$ cat config.mk
export PLATFORM = sky130hd
export DESIGN_NAME = aes_keygen_fsm
export DESIGN_NICKNAME = d
export VERILOG_FILES = /design/src/rtl/aes_keygen_fsm.sv
export SDC_FILE = /design/constraint.sdc
export NUM_CORES = 1
export LEC_CHECK = 0
export BUFFER_PORTS_ARGS = -buffer_cell sky130_fd_sc_hd__buf_2
export CAP_MARGIN = 20
export CORE_MARGIN = 4
export CORE_UTILIZATION = 48
export DETAILED_ROUTE_END_ITERATION = 7
export PLACE_DENSITY = 0.77
export SLEW_MARGIN = 25
export SYNTH_ARGS = -nofsm -noshare
export SYNTH_HDL_FRONTEND = slang
export SYNTH_SLANG_ARGS = --single-unit
$ cat constraint.sdc
create_clock -name clk -period 1.7 [get_ports clk]
set_clock_uncertainty 0.1 [all_clocks]
set_input_delay 0.085 -clock clk [delete_from_list [all_inputs] [get_ports clk]]
set_output_delay 0.085 -clock clk [all_outputs]
set_load 0.01 [all_outputs]
$ cat src/rtl/aes_keygen_fsm.sv
// Word-serial AES-128 key-expansion controller: loads K0/KS, then sequences W4..W43 and parks in DONE.
// Optional `done` output is enabled by defining KEYGEN_DONE_OUT_EN.
module aes_keygen_fsm #(
  parameter int NUM_ROUNDS = 10
) (
  input  logic       clk,
  input  logic       reset_n,
  output logic       EN,
  output logic       sel,
  output logic [3:0] Rcon_index,
  output logic       WR_EN_SR,
  output logic       LD_SR,
  output logic       WR_EN_KS,
  output logic       WR_EN_IN_REG,
  output logic       WR_EN_K0,
  output logic [3:0] index_KS,
  output logic [1:0] blk_no_KS
`ifdef KEYGEN_DONE_OUT_EN
  ,
  output logic       done
`endif
);

  typedef enum logic [2:0] {
    S_IDLE    = 3'd0,
    S_LOAD    = 3'd1,
    S_COMPUTE = 3'd2,
    S_WRITE   = 3'd3,
    S_DONE    = 3'd4
  } state_t;

  localparam logic [3:0] LP_LAST_RND = 4'(NUM_ROUNDS);

  state_t     r_state, w_state_nxt;
  logic [3:0] r_rnd,   w_rnd_nxt;
  logic [1:0] r_blk,   w_blk_nxt;

  // reset_n is active-high despite its name
  always_ff @(posedge clk) begin
    if (reset_n) begin
      r_state <= S_IDLE;
      r_rnd   <= 4'd0;
      r_blk   <= 2'd0;
    end else begin
      r_state <= w_state_nxt;
      r_rnd   <= w_rnd_nxt;
      r_blk   <= w_blk_nxt;
    end
  end

  always_comb begin
    w_state_nxt = r_state;
    w_rnd_nxt   = r_rnd;
    w_blk_nxt   = r_blk;
    case (r_state)
      S_IDLE: begin
        w_state_nxt = S_LOAD;
        w_blk_nxt   = 2'd0;
      end
      S_LOAD: begin
        if (r_blk == 2'd3) begin
          w_state_nxt = S_COMPUTE;
          w_rnd_nxt   = 4'd1;
          w_blk_nxt   = 2'd0;
        end else begin
          w_blk_nxt   = r_blk + 2'd1;
        end
      end
      S_COMPUTE: w_state_nxt = S_WRITE;
      S_WRITE: begin
        if (r_blk != 2'd3) begin
          w_state_nxt = S_COMPUTE;
          w_blk_nxt   = r_blk + 2'd1;
        end else if (r_rnd < LP_LAST_RND) begin
          w_state_nxt = S_COMPUTE;
          w_rnd_nxt   = r_rnd + 4'd1;
          w_blk_nxt   = 2'd0;
        end else begin
          w_state_nxt = S_DONE;
        end
      end
      S_DONE: w_state_nxt = S_DONE;
      default: begin
        w_state_nxt = S_IDLE;
        w_rnd_nxt   = 4'd0;
        w_blk_nxt   = 2'd0;
      end
    endcase
  end

  always_comb begin
    EN           = 1'b0;
    sel          = 1'b0;
    Rcon_index   = 4'd0;
    WR_EN_SR     = 1'b0;
    LD_SR        = 1'b0;
    WR_EN_KS     = 1'b0;
    WR_EN_IN_REG = 1'b0;
    WR_EN_K0     = 1'b0;
    index_KS     = 4'd0;
    blk_no_KS    = 2'd0;
    case (r_state)
      S_LOAD: begin
        WR_EN_K0  = 1'b1;
        WR_EN_KS  = 1'b1;
        blk_no_KS = r_blk;
        LD_SR     = (r_blk == 2'd3);
      end
      S_COMPUTE: begin
        WR_EN_IN_REG = 1'b1;
        index_KS     = r_rnd;
        blk_no_KS    = r_blk;
        Rcon_index   = r_rnd;
        sel          = (r_blk == 2'd0);
        EN           = (r_blk == 2'd0);
      end
      S_WRITE: begin
        WR_EN_KS   = 1'b1;
        WR_EN_SR   = 1'b1;
        index_KS   = r_rnd;
        blk_no_KS  = r_blk;
        Rcon_index = r_rnd;
        sel        = (r_blk == 2'd0);
      end
      default: ;
    endcase
  end

`ifdef KEYGEN_DONE_OUT_EN
  assign done = (r_state == S_DONE);
`endif

endmodule

==> flow_summary.yaml <==
run_status:
  status: "complete, no violations"
route:
  drt_iter0_drc: 22
  drt.antenna.violating_nets: 0
  drt-total-wl_um: 1310
  vias: 599
  remaining_drc_errors: 0
  routedWlPerCell_um: 11.9
  viasPerCell: 5.45
  drt_first_pass_iters: 4
clock_tree:
  clock_path_buffers: 2
  htreeDepth: 1
  path_clk_slew_ns: 0.06
  tritoncts: "built"
  cts.sinks: 9
  clk_latency_ns: 0.25
  cts_resized: 0
  cts_hold_buf: 0
  cts_buffers: 3
  cts_setup_buffers: 0
  cts_root_buf: "clkbuf_4"
worst_setup_path:
  worst_ep_arrival_time_ns: 1.37
  required_ns: 1.51
  crit_path_cell_trace: "ha_2, nor2b_1, and2_1, buf_2"
  crit_start: "r_blk[0]$_SDFFE_PP0P_"
  rrSetupSlack_ns: 0.22
  max_stage_delay_ns: 0.37
  path_max_fanout: 6
  crit_type: "reg -> out"
  critical-path-slowest-cell: "dfxtp_1"
  critPathLaunchType: "flip-flop"
  cp-end-kind: "output port"
  worst_r2r_startpoint: "r_blk[0]$_SDFFE_PP0P_"
final_layout:
  antenna_cells: 0
  fillers: 106
  area_growth_pct: 17.0
  final_util_pct: 63.4
  layout_commonest_cell: "buf_2"
  drive_gt1_share_pct: 30.2
  num-nets-final: 102
  layout_common_cells: "buf_2, dfxtp_1, nor2_1, and2_1, a21oi_1"
sta:
  slew_viol_final: 0
  period_share_pct: 91.5
  min_period_ns: 1.56
  worst_pin_slew_ns: 0.326
  maxSlewHeadroom_pct: 78.3
  max_freq_mhz: 643
  final_hold_viol_count: 0
  rsz0062_at_grt: "no"
  tns_ns: 0
  hold_slack_ns: 0.0202
  finalSetupViolCount: 0
synth:
  ys_seq_elements: 9
  synth.distinct_cells: 33
  postSynthCellCount: 79
  synth.avg_cell_area_um2: 8.03
  synth_edf_count: 0
  ys_seq_area_share_pct: 28.4
  synthFlopType: "dfxtp_1"
  synthesis.area_um2: 634
  syn_nets: 84
  yosysWarnings: 0
  postSynth.asyncResetShare_pct: 0
global_route:
  grt_pass1_vias: 489
  antenna_found_initial: 0
  grt_use_total_pct: 13.4
  grt_pass1_wl_um: 2030
  grt_max_degree: 12
  gr-total-overflow: 0
floorplanning:
  die_x_um: 44.4
  initial_core_util_pct: 54.2
  core_um2: 1170
  dieHeight_um: 44.4
  die_area_um2: 1970
  io_pins: 19
  rows: 12
hold_path:
  min_path_type: "in -> reg"
  hp-start: "reset_n"
run:
  cap_viol_max_count: 0
place:
  gp_congestion: 0.839
  dp_hpwl_um: 1030
  portBuffers: 18
power:
  peakVddDrop_mv: 0.419
  power.density_nw_per_um2: 564
  p_leak_nw: 0.346
-- layer usage --
metal | vias to the layer above | GRT usage [%] | wire length [µm]
met3 | 2 | 1.22 | 92
met1 | 273 | 19.7 | 669
met2 | 18 | 19.5 | 539
met5 | - | 0 | 0
met4 | 0 | 6.02 | 6
li1 | 306 | - | -
-- critical path: cells and delay by family, from the launching register on --
family                   cells  cell delay [ns]
adder cells (fa/ha/maj)      1             0.25
AND/OR/NAND/NOR              2             0.37
flip-flops                   1             0.37
buffers and inverters        1             0.12
-- registers in the layout (all words and copies together) (netlist names) --
signal   count
r_blk        2
r_state      3
r_rnd        4
-- per-stage QoR --
| stage | power [mW] | setup slack (ns) | cell area, µm² | instances |
|---|---|---|---|---|
| 2_1_floorplan | 0.252 | 0.298 | 634 | 79 |
| 3_3_place_gp | 0.264 | 0.252 | 713 | 106 |
| 3_5_place_dp | 0.264 | 0.183 | 713 | 106 |
| 4_1_cts | 0.426 | 0.0844 | 739 | 110 |
| 5_1_grt | 0.443 | 0.0273 | 742 | 110 |
| 6_report | 0.418 | 0.145 | 742 | 110 |
-- where the power goes --
group          total, mW  switching (mW)  internal, mW
sequential         0.221         0.00558         0.215
clock              0.159          0.0686        0.0901
combinational     0.0392          0.0229        0.0163
-- cell usage after synthesis (2+ instances only) --
library cell,instances,area (µm²)
inv_1,3,11.3
dfxtp_1,9,180
nor3_1,5,25.0
nor2_1,8,30.0
nand3_1,2,10.0
buf_2,2,10.0
o21a_1,2,15.0
and2_1,8,50.1
nand2_1,3,11.3
buf_4,5,37.5
ha_1,3,37.5
a21oi_1,7,35.0
nand2b_1,2,12.5
-- layout make-up --
cell class	count	area (µm²)	share of cell area, %
flip-flops and latches	9	180	24.3
multi-input cells	59	394	53.1
clock buffers	4	26.3	3.54
inverters	3	11.3	1.52
repair buffers	21	113	15.2
well taps	14	17.5	2.36
-- logic make-up after synthesis --
family / after synthesis / share of synthesized area [%]
and+or+nand+nor: 35 / 30.8
AOI/OAI and AO/OA: 19 / 22.1
buffers and inverters: 11 / 9.86
DFF: 9 / 28.4
adders and majority gates: 3 / 5.92
xor gates and xnor gates: 1 / 1.38
muxes: 1 / 1.58
-- final timing paths --
path | endpoint | cells after the start
worst min-delay path | r_state[2]$_SDFFE_PP0P_ | 2
worst max-delay path | LD_SR | 4
worst min register to register | r_blk[1]$_SDFFE_PP0P_ | 2
worst max register to register | r_rnd[0]$_SDFFE_PP0P_ | 5
Power figures use the tool's default switching activity.
